<file path="src/rtl/lsb_rca_16_pkg.sv">
// Shared constants for the least-significant half of the 32-bit adder datapath.
// Optional input registering is selected with the LSB_RCA_INREG_EN macro.
package lsb_rca_16_pkg;

    // Full datapath width; the LSB adder covers its lower half.
    localparam int DP_WIDTH  = 32;
    localparam int LSB_WIDTH = DP_WIDTH / 2;

    // Operand widths are built from whole nibbles.
    localparam int NIBBLE    = 4;

    // Legal operand width: a multiple of a nibble and at least one nibble.
    function automatic bit width_ok(input int w);
        return (w >= NIBBLE) && ((w % NIBBLE) == 0);
    endfunction

endpackage

</file>
<file path="src/rtl/rca_fa_cell.sv">
// One-bit full adder cell used as a link in the explicit ripple chain.
// Carry-out is the majority of the three inputs.
module rca_fa_cell
    import lsb_rca_16_pkg::*;
(
    input  logic a,
    input  logic b,
    input  logic ci,
    output logic s,
    output logic co
);

    assign s  = a ^ b ^ ci;
    assign co = (a & b) | (a & ci) | (b & ci);

endmodule

</file>
<file path="src/rtl/lsb_rca_16.sv">
// Registered ripple-carry adder for the LSB half of the datapath sum.
// Define LSB_RCA_INREG_EN to register a, b and c_in ahead of the ripple chain.
module lsb_rca_16
    import lsb_rca_16_pkg::*;
#(
    parameter int WIDTH = LSB_WIDTH
) (
    input  logic             clk,
    input  logic             rst_n,
    input  logic [WIDTH-1:0] a,
    input  logic [WIDTH-1:0] b,
    input  logic             c_in,
    output logic             c_out,
    output logic [WIDTH-1:0] s
);

    if (!width_ok(WIDTH)) begin : g_bad_width
        $error("lsb_rca_16: WIDTH must be a multiple of 4 and >= 4");
    end

    // Operands as seen by the ripple chain.
    logic [WIDTH-1:0] a_core;
    logic [WIDTH-1:0] b_core;
    logic             ci_core;

`ifdef LSB_RCA_INREG_EN
    logic [WIDTH-1:0] a_q;
    logic [WIDTH-1:0] b_q;
    logic             ci_q;

    // Input stage isolates the ripple path from upstream logic.
    always_ff @(posedge clk or negedge rst_n) begin
        if (!rst_n) begin
            a_q  <= '0;
            b_q  <= '0;
            ci_q <= 1'b0;
        end else begin
            a_q  <= a;
            b_q  <= b;
            ci_q <= c_in;
        end
    end

    assign a_core  = a_q;
    assign b_core  = b_q;
    assign ci_core = ci_q;
`else
    assign a_core  = a;
    assign b_core  = b;
    assign ci_core = c_in;
`endif

    // Explicit carry chain: carry[i] enters bit i, carry[WIDTH] leaves the top.
    logic [WIDTH:0]   carry;
    logic [WIDTH-1:0] sum;

    assign carry[0] = ci_core;

    for (genvar i = 0; i < WIDTH; i++) begin : g_cell
        rca_fa_cell u_fa (
            .a  (a_core[i]),
            .b  (b_core[i]),
            .ci (carry[i]),
            .s  (sum[i]),
            .co (carry[i+1])
        );
    end

    logic [WIDTH-1:0] s_d;
    logic [WIDTH-1:0] s_q;
    logic             c_out_d;
    logic             c_out_q;

    // Next-state for the output register is the raw ripple result.
    always_comb begin
        s_d     = sum;
        c_out_d = carry[WIDTH];
    end

    // Output register; reset clears the result immediately.
    always_ff @(posedge clk or negedge rst_n) begin
        if (!rst_n) begin
            s_q     <= '0;
            c_out_q <= 1'b0;
        end else begin
            s_q     <= s_d;
            c_out_q <= c_out_d;
        end
    end

    assign s     = s_q;
    assign c_out = c_out_q;

endmodule

</file>
<file path="config.mk">
export PLATFORM = sky130hd
export DESIGN_NAME = lsb_rca_16
export DESIGN_NICKNAME = d
export VERILOG_FILES = /design/src/rtl/lsb_rca_16_pkg.sv /design/src/rtl/rca_fa_cell.sv /design/src/rtl/lsb_rca_16.sv
export SDC_FILE = /design/constraint.sdc
export NUM_CORES = 1
export LEC_CHECK = 0
export BUFFER_PORTS_ARGS = -buffer_cell sky130_fd_sc_hd__buf_2
export CAP_MARGIN = 20
export CORE_MARGIN = 1
export CORE_UTILIZATION = 42
export CTS_BUF_LIST = sky130_fd_sc_hd__clkbuf_4 sky130_fd_sc_hd__clkbuf_8
export DETAILED_ROUTE_END_ITERATION = 7
export GPL_ROUTABILITY_DRIVEN = 1
export PLACE_DENSITY_LB_ADDON = 0.12
export SKIP_CTS_REPAIR_TIMING = 1
export SYNTH_ARGS = -nofsm -noshare
export SYNTH_HDL_FRONTEND = slang
export SYNTH_SLANG_ARGS = --single-unit
</file>
<file path="constraint.sdc">
create_clock -name clk -period 0.8 [get_ports clk]
set_input_delay 0.08 -clock clk [delete_from_list [all_inputs] [get_ports clk]]
set_output_delay 0.08 -clock clk [all_outputs]
set_load 0.005 [all_outputs]
</file>
==> flow_metrics.tcl <==
set metrics [dict create \
    fmax_mhz 178 \
    peakVddDrop_mv 0.984 \
    antenna_cells 0 \
    yosysUniqueCellTypes 3 \
    drive_above_1_share_pct 78.8 \
    place_congestion 0.664 \
    slew_headroom_pct 74.5 \
    grt_setup_unrepaired "yes" \
    hp-start "b[2]" \
    finalSetupViolations 33 \
    wl_per_cell_um 10.2 \
    ant_nets 0 \
    drt_wl_total_mm 1.26 \
    hpwlAfterDp_mm 1.04 \
    worstSetupPathType "in -> reg" \
    start_util_pct 44.9 \
    whs_path_depth 2 \
    htree_levels 1 \
    worstPathArrival_ns 5.86 \
    drc 0 \
    fp.dieH_um 45.2 \
    clock_path_buffers 2 \
    rows 15 \
    whs_endpoint "s[2]" \
    area_growth_pct 50.8 \
    grt_max_degree 18 \
    fill_cells 141 \
    ys_ff_latch 17 \
    die_area_um2 2040 \
    path_clk_slew_ns 0.10 \
    cts_made_buffers 3 \
    dp.cells 119 \
    regArea_um2 425 \
    fin_setup_tns_ns -41.38 \
    firstDrtPassIters 2 \
    io_pins 52 \
    die_w_um 45.2 \
    finalPower_mw 2.05 \
    cts_tree "yes" \
    min_period_ns 5.62 \
    cp.required_ns 1.03 \
    detail_route.iter0.violations 1 \
    status "finished, violations left" \
    nets 151 \
    clock-root-buffer "clkbuf_4" \
    powerDensity_nw_per_um2 1730 \
    grt_use_total_pct 13.7 \
    fin_ws_ns -4.82 \
    cp-end-kind "flop" \
    final_cells 124 \
    synthCells 43 \
    grt_pass1_wl_mm 1.90 \
    grt.overflow.total 0 \
    core_um2 1750 \
    clock_sinks 17 \
    synth_nets 94 \
    io_buffers 51 \
    multiInputGateArea_um2 360 \
    seq_area_frac_synth_pct 54.3 \
    drt-vias-per-instance 4.08 \
    critPathMaxFanout 1 \
    cp-start-kind "input pin" \
    finalMaxSlewViolations 0 \
    cap_violations 0 \
    grt_pass1_vias 461 \
    synth-warning-count 0 \
    antenna_found_initial 0 \
    tightest_slew_ns 0.382 \
    fin_crit_sh_pct 703 \
    violations "setup timing" \
    hold_viol 0 \
    mappedNetlistArea_um2 783 \
    hold_class "in -> reg" \
    p_leak_nw 0.578 \
    avgSynthCellArea_um2 18.2 \
    vias 506 \
]
metrics by stage:
| step | util (%) | cell area [um2] | hold WS (ns) | setup WS [ns] |
|---|---|---|---|---|
| 2_1_floorplan | - | 838 | -0.216 | -4.85 |
| 3_3_place_gp | 64.4 | 1120 | 0.0152 | -5.12 |
| 3_5_place_dp | 64.4 | 1120 | 0.0221 | -5.17 |
| 4_1_cts | 66.0 | 1150 | -0.305 | -4.87 |
| 5_1_grt | 67.7 | 1180 | 0.0841 | -4.96 |
| 6_report | 67.7 | 1180 | 0.0956 | -4.82 |
area by class of cell:
class	instances	share of cell area [%]
clock buffers	3	1.91
inverters	10	4.66
clock inverters	1	0.424
well taps	25	2.65
multi-input cells	16	30.5
flip-flops and latches	17	36.0
repair buffers	52	23.8
routing by layer:
| metal | track usage (%) | vias up | share of wire, % |
|---|---|---|---|
| met1 | 18.5 | 245 | 38 |
| met5 | 0 | - | 0 |
| met4 | 5.45 | 0 | 0 |
| li1 | - | 230 | - |
| met2 | 20.9 | 31 | 53 |
| met3 | 4.00 | 0 | 8.6 |
synthesized netlist by cell type:
cell      n  area, um2
dfrtp_1  17        425
fa_1     16        320
inv_1    10       37.5
worst max-delay path, stage by stage:
cell and delay, ns:
buf_8 0.11, inv_12 0.04, fa_2 0.19, inv_2 0.04, fa_2 0.33, fa_2 0.36, fa_2 0.35, fa_2 0.35
fa_2 0.35, fa_2 0.34, fa_2 0.35, fa_2 0.35, fa_2 0.34, fa_2 0.34, fa_2 0.35, fa_2 0.34
fa_2 0.35, fa_2 0.34, inv_2 0.06, fa_2 0.43, inv_2 0.05
kinds of logic after synthesis:
family,Yosys count,share of synthesized area (%)
fa+ha+maj,16,40.9
buf+inv,10,4.79
flops,17,54.3
cell usage in the layout, fill, tap and decap left out:
master / instances
clkbuf_4: 3
inv_1: 3
clkinv_2: 1
dlygate4sd3_1: 1
inv_2: 5
inv_12: 1
buf_8: 1
dfrtp_1: 17
fa_2: 16
buf_2: 49
buf_6: 1
clkinv_4: 1
registers in the layout (all words and copies together) (netlist names):
register and flops:
s 16, c_out 1
where the power goes:
part / internal (mW) / switching [mW] / leakage, nW
Clock: 0.186 / 0.270 / 0.0177
Combinational: 0.291 / 0.248 / 0.363
Sequential: 1.02 / 0.0330 / 0.198
worst max-delay path by stage:
stage	endpoint	start	depth (start not counted)	slack, ns
2_1_floorplan	s[15]	a[0]	20	-4.85
3_3_place_gp	s[15]	a[0]	21	-5.12
3_5_place_dp	s[15]	a[0]	21	-5.17
4_1_cts	s[15]	a[0]	21	-4.87
5_1_grt	s[15]	a[0]	21	-4.96
6_report	s[15]	a[0]	21	-4.82
No activity file was read; power rests on OpenSTA's default activity.
